==> src/rtl/pht_update_ctrl.sv <==
// pht_update_ctrl
//   Owns a 2^IDX_W-entry table of 2-bit saturating branch counters and the
//   global history register (GHR). After reset it sweeps every entry to
//   strongly-taken, then shares the single table read port between fetch
//   lookups and a small queue of resolved-branch training updates.
//
// Ports
//   clk, resetn      clock, synchronous active-low reset
//   init_done        high once the post-reset sweep has finished
//   lkp_valid/ready  lookup handshake; lkp_pc supplies the branch PC
//   pred_*           registered prediction, one cycle after an accepted lookup
//   upd_valid/ready  training handshake; upd_idx/upd_taken enqueued at the tail
//   q_count          current update-queue occupancy
//
// Build option
//   PHT_STATS_EN     adds stat_lookups, stat_updates and stat_flips counters
module pht_update_ctrl #(
  parameter int PC_W   = 32,
  parameter int IDX_W  = 8,
  parameter int QDEPTH = 4
) (
  input  logic                      clk,
  input  logic                      resetn,
  output logic                      init_done,
  input  logic                      lkp_valid,
  output logic                      lkp_ready,
  input  logic [PC_W-1:0]           lkp_pc,
  output logic                      pred_valid,
  output logic                      pred_taken,
  output logic [IDX_W-1:0]          pred_idx,
  output logic [1:0]                pred_ctr,
  input  logic                      upd_valid,
  output logic                      upd_ready,
  input  logic [IDX_W-1:0]          upd_idx,
  input  logic                      upd_taken,
`ifdef PHT_STATS_EN
  output logic [31:0]               stat_lookups,
  output logic [31:0]               stat_updates,
  output logic [31:0]               stat_flips,
`endif
  output logic [$clog2(QDEPTH):0]   q_count
);

  localparam int DEPTH = 1 << IDX_W;
  localparam int PTR_W = $clog2(QDEPTH);
  localparam int CNT_W = PTR_W + 1;
  localparam logic [CNT_W-1:0] QFULL = CNT_W'(QDEPTH);

  typedef enum logic {ST_INIT, ST_RUN} state_t;

  function automatic logic [1:0] ctr_next(input logic [1:0] c, input logic tk);
    if (tk) return (c == 2'b11) ? c : c + 2'b01;
    else    return (c == 2'b00) ? c : c - 2'b01;
  endfunction

  state_t           r_state, w_state_nxt;
  logic [1:0]       r_pht [DEPTH];
  logic [IDX_W-1:0] r_sweep;
  logic [IDX_W-1:0] r_ghr;
  logic [IDX_W-1:0] r_q_idx [QDEPTH];
  logic [QDEPTH-1:0] r_q_tk;
  logic [PTR_W-1:0] r_head, r_tail;
  logic [CNT_W-1:0] r_count;
  logic             r_init_done;
  logic             r_pred_vld_p1;
  logic [1:0]       r_pred_ctr_p1;
  logic [IDX_W-1:0] r_pred_idx_p1;

  logic             w_lkp_ready, w_upd_ready;
  logic             w_lkp_fire, w_upd_fire, w_drain;
  logic [IDX_W-1:0] w_lkp_idx, w_head_idx;
  logic             w_head_tk;
  logic [1:0]       w_head_old, w_head_new;
  logic             w_unused;

  // PC bits outside the index field do not participate in the hash.
  assign w_unused = ^{lkp_pc[PC_W-1:IDX_W+2], lkp_pc[1:0]};

  always_comb begin
    w_state_nxt = r_state;
    w_lkp_ready = 1'b0;
    w_upd_ready = 1'b0;
    case (r_state)
      ST_INIT: if (r_sweep == '1) w_state_nxt = ST_RUN;
      ST_RUN: begin
        // A full queue blocks lookups so the next cycle is guaranteed to drain.
        w_lkp_ready = (r_count != QFULL);
        w_upd_ready = (r_count != QFULL);
      end
      default: w_state_nxt = ST_INIT;
    endcase
  end

  assign w_lkp_idx  = lkp_pc[IDX_W+1:2] ^ r_ghr;
  assign w_lkp_fire = lkp_valid & w_lkp_ready;
  assign w_upd_fire = upd_valid & w_upd_ready;
  // Lookups own the read port; the queue head drains only on idle cycles.
  assign w_drain    = (r_state == ST_RUN) & ~w_lkp_fire & (r_count != '0);
  assign w_head_idx = r_q_idx[r_head];
  assign w_head_tk  = r_q_tk[r_head];
  assign w_head_old = r_pht[w_head_idx];
  assign w_head_new = ctr_next(w_head_old, w_head_tk);

  always_ff @(posedge clk) begin
    if (!resetn) r_state <= ST_INIT;
    else         r_state <= w_state_nxt;
  end

  always_ff @(posedge clk) begin
    if (!resetn) begin
      r_sweep       <= '0;
      r_ghr         <= '0;
      r_head        <= '0;
      r_tail        <= '0;
      r_count       <= '0;
      r_init_done   <= 1'b0;
      r_pred_vld_p1 <= 1'b0;
      r_pred_ctr_p1 <= 2'b00;
      r_pred_idx_p1 <= '0;
    end else begin
      if (r_state == ST_INIT) begin
        r_sweep <= r_sweep + 1'b1;
        if (r_sweep == '1) r_init_done <= 1'b1;
      end
      // p0 -> p1: table read for an accepted lookup becomes the response
      r_pred_vld_p1 <= w_lkp_fire;
      if (w_lkp_fire) begin
        r_pred_ctr_p1 <= r_pht[w_lkp_idx];
        r_pred_idx_p1 <= w_lkp_idx;
      end
      if (w_drain) begin
        r_head <= r_head + 1'b1;
        r_ghr  <= {r_ghr[IDX_W-2:0], w_head_tk};
      end
      if (w_upd_fire) r_tail <= r_tail + 1'b1;
      case ({w_upd_fire, w_drain})
        2'b10:   r_count <= r_count + 1'b1;
        2'b01:   r_count <= r_count - 1'b1;
        default: r_count <= r_count;
      endcase
    end
  end

  // Table and queue storage carry no reset; the sweep rewrites the table.
  always_ff @(posedge clk) begin
    if (r_state == ST_INIT)  r_pht[r_sweep]    <= 2'b11;
    else if (w_drain)        r_pht[w_head_idx] <= w_head_new;
    if (w_upd_fire) begin
      r_q_idx[r_tail] <= upd_idx;
      r_q_tk[r_tail]  <= upd_taken;
    end
  end

`ifdef PHT_STATS_EN
  logic [31:0] r_stat_lkp, r_stat_upd, r_stat_flip;

  always_ff @(posedge clk) begin
    if (!resetn) begin
      r_stat_lkp  <= '0;
      r_stat_upd  <= '0;
      r_stat_flip <= '0;
    end else begin
      if (w_lkp_fire) r_stat_lkp <= r_stat_lkp + 1'b1;
      if (w_drain)    r_stat_upd <= r_stat_upd + 1'b1;
      if (w_drain && (w_head_old[1] != w_head_new[1])) r_stat_flip <= r_stat_flip + 1'b1;
    end
  end

  assign stat_lookups = r_stat_lkp;
  assign stat_updates = r_stat_upd;
  assign stat_flips   = r_stat_flip;
`endif

  assign init_done  = r_init_done;
  assign lkp_ready  = w_lkp_ready;
  assign upd_ready  = w_upd_ready;
  assign pred_valid = r_pred_vld_p1;
  assign pred_ctr   = r_pred_ctr_p1;
  assign pred_taken = r_pred_ctr_p1[1];
  assign pred_idx   = r_pred_idx_p1;
  assign q_count    = r_count;

endmodule

==> config.mk <==
export PLATFORM = sky130hd
export DESIGN_NAME = pht_update_ctrl
export DESIGN_NICKNAME = d
export VERILOG_FILES = /design/src/rtl/pht_update_ctrl.sv
export SDC_FILE = /design/constraint.sdc
export NUM_CORES = 1
export LEC_CHECK = 0
export ABC_CLOCK_PERIOD_IN_PS = 13200
export BUFFER_PORTS_ARGS = -buffer_cell sky130_fd_sc_hd__buf_2
export CAP_MARGIN = 10
export CORE_ASPECT_RATIO = 0.8
export CORE_MARGIN = 1
export CORE_UTILIZATION = 40
export DETAILED_ROUTE_END_ITERATION = 10
export GPL_TIMING_DRIVEN = 0
export SKIP_CTS_REPAIR_TIMING = 1
export SLEW_MARGIN = 10
export SYNTH_ARGS = -nofsm -noshare
export SYNTH_HDL_FRONTEND = slang
export SYNTH_SLANG_ARGS = --single-unit
==> constraint.sdc <==
create_clock -name clk -period 13.2 [get_ports clk]
set_clock_uncertainty 0.05 [all_clocks]
set_input_delay 1.98 -clock clk [delete_from_list [all_inputs] [get_ports clk]]
set_output_delay 1.98 -clock clk [all_outputs]
set_load 0.02 [all_outputs]
==> results.toml <==
[timing]
post-route-period-util = 0.5723
drv_slew = 0
rsz0062_at_grt = "false"
max_freq_mhz = 132.4
post-route-min-period_ns = 7.555
final.setup.tns_ns = 0
hold_viol_final = 0
finalWorstSetupSlack_ns = 5.645
relSlewSlack = 0.03510
setup_viol_count_final = 0
worstMarginPinSlew_ns = 1.447

[synthesis]
synthArstFlopShare = 0
muxShareOfSynthArea = 0.2196
synth_edf_count = 548
yosys_warnings = 0
synth_top_area_frac = 0.5701
synthXorXnorAreaFrac = 0.006372
synth-adder-area-share = 0.003294
synth_cells = 1989
ys_seq_area_frac = 0.5964
yosys.area.top_type = "edfxtp_1"
synthFlopType = "edfxtp_1"
synth_compound_area_frac = 0.04855
synth_area_leaders = "edfxtp_1 57%, mux4_2 16%, mux2i_1 5.3%"
syn_area_um2 = 28870
ys_seq_elements = 586
synth_top_family_by_area = "multiplexers"
synth-simple-area-share = 0.09744
synth_cell_types = 69
syn_nets = 2041
synth.avg_cell_area_um2 = 14.51

[cells_and_area]
antenna_cells = 0
final.fill_count = 6306
multi_input_area_um2 = 10880
final_common_cell = "edfxtp_1"
instances_no_fill = 3082
nets = 2152
seq_area_um2 = 17220
final_cell_mix = "548 x edfxtp_1, 301 x nor2_1, 204 x mux4_2"
utilization = 0.4584
drive_gt1_frac = 0.2128
area_growth_pct = 12.70

[power_and_ir_drop]
p_leak_nw = 11.78
peakVddDrop_v = 0.00008769
p_per_area_nw_per_um2 = 119.3
p_total_mw = 3.881

[critical_path]
setup.worst_path.start_class = "flip-flop"
r2r_setup_slack_ns = 5.65
crit_type = "flip-flop to flip-flop"
cp_data_arrival_time_ns = 7.95
endpoint_kind = "flip-flop"
r2r-end = "r_pht[59][1]"
crit_fanout = 36
cp_data_required_time_ns = 13.60
reg2reg_depth = 14

[cts]
clk_pin_slew_ns = 0.06
cts.sinks = 586
cts_max_path_buffers = 3
clk_latency_ns = 0.66
numCtsBuffers = 58
cts_tree = "done"
h-tree-depth = 2
root_buffer = "clkbuf_16"

[grt]
grt-ovfl-total = 0
grt_pass1_vias = 19900
grt_pass1_wl_um = 157100
grt_max_degree = 64
grt_antenna_before_repair = 6
grtUsageTotal = 0.3124

[run]
maxCapViolCount = 0

[place]
hpwlAfterDp_um = 81380
dp_cells = 2973
place.gp.congestion = 1.078
dp_slack_ns = 5.586
port_buffers = 37

[floorplanning]
ioPinCount = 63
design.core.area_um2 = 70970
core.rowCount = 87
initial_core_util = 0.4067
dieArea_um2 = 73250
die_y_um = 242.3
die_w_um = 302.3

[drt]
vias = 20950
drc = 0
drt-pass1-iter-count = 6
wl_um = 115600
via_per_inst = 6.797
routedWlPerCell_um = 37.50
drt_iter0_drc = 3836
ant_nets = 0

[worst_hold_path]
worstHoldStart = "init_done"
hold_class = "flip-flop to flip-flop"
hold_end = "init_done"
whs_path_depth = 1

[outcome]
status = "complete, no violations"
worst max-delay path by stage:
| stage | slack [ns] | cells past startpoint | endpoint | from |
|---|---|---|---|---|
| after global routing | 6.07 | 15 | r_pht[59][1] | flip-flop |
| after CTS | 6.23 | 12 | pred_ctr[0] | lkp_pc[3] |
| final | 5.65 | 14 | r_pht[59][1] | flip-flop |
| after floorplan | 1.37 | 10 | r_pht[0][1] | lkp_valid |
| after global placement | -7.20 | 12 | r_pht[137][1] | flip-flop |
| after detailed placement | 5.59 | 12 | pred_ctr[0] | lkp_pc[3] |
routing by layer:
| metal | global-route usage | routed length (µm) |
|---|---|---|
| met4 | 0.1237 | 5710 |
| met1 | 0.4342 | 44110 |
| met5 | 0 | 66 |
| met3 | 0.1411 | 19440 |
| met2 | 0.4214 | 46240 |
flip-flops by register name (all words and copies together), names as in the netlist, named ones only:
| name | count |
|---|---|
| r_ghr | 8 |
| r_state | 1 |
| pred_valid | 1 |
| r_pht | 512 |
| init_done | 1 |
| pred_idx | 8 |
| r_head | 2 |
| r_tail | 2 |
| pred_ctr | 2 |
| q_count | 3 |
| r_q_idx | 32 |
| r_sweep | 8 |
| r_q_tk | 4 |
cell usage after synthesis, types with 9 or more instances:
library cell	count
a211oi_1	13
a21boi_0	13
a21oi_1	19
a221oi_1	11
a22o_1	14
a22oi_1	13
a311oi_1	10
a32oi_1	9
and2_1	17
buf_2	47
buf_4	17
buf_6	9
clkbuf_1	64
dfxtp_1	38
edfxtp_1	548
mux2_2	12
mux2i_1	153
mux4_2	204
nand2_1	197
nand3_1	61
nand4_1	13
nor2_1	302
nor2b_1	18
o21ai_0	20
o22ai_1	10
xnor2_1	15
metrics by stage:
step	hold slack, ns	cell area (µm²)
finish	0.4197	32530
global route	0.4474	32530
CTS	0.4208	32510
detailed placement	0.4060	30540
global placement	0.4023	30220
floorplan	0.4061	28870
report_power, final:
group	internal (mW)	switching [mW]
Sequential	2.00	0.00186
Combinational	0.0330	0.0919
Clock	0.994	0.757
Total	3.03	0.851
cells by family after synthesis:
family / count (synthesis)
flops: 586
fa+ha+maj: 7
buf+inv: 155
xor+xnor: 21
mux: 372
compound gates: 188
simple gates: 660
area by class of cell:
type,count,area share
Inverter,8,0.0009231
Buffer,147,0.02454
Tap cell,934,0.03592
Timing Repair Buffer,51,0.01446
Clock buffer,72,0.04912
Sequential cell,586,0.5292
Multi-Input combinational cell,1248,0.3344
Clock inverter,36,0.01138
critical path: stages, from the launching register on:
cell and delay [ns]:
dfxtp_1 0.43, buf_4 0.27, mux4_2 0.47, buf_2 0.45, or2_2 0.18, clkbuf_1 1.02, o32ai_1 0.27, o311ai_1 1.16
o21ai_0 0.62, nor4_1 0.77, a21oi_1 0.29, a21boi_4 0.69, buf_16 0.24, buf_16 0.18, buf_12 0.21
Note: power is estimated with default switching activity, not from simulation.
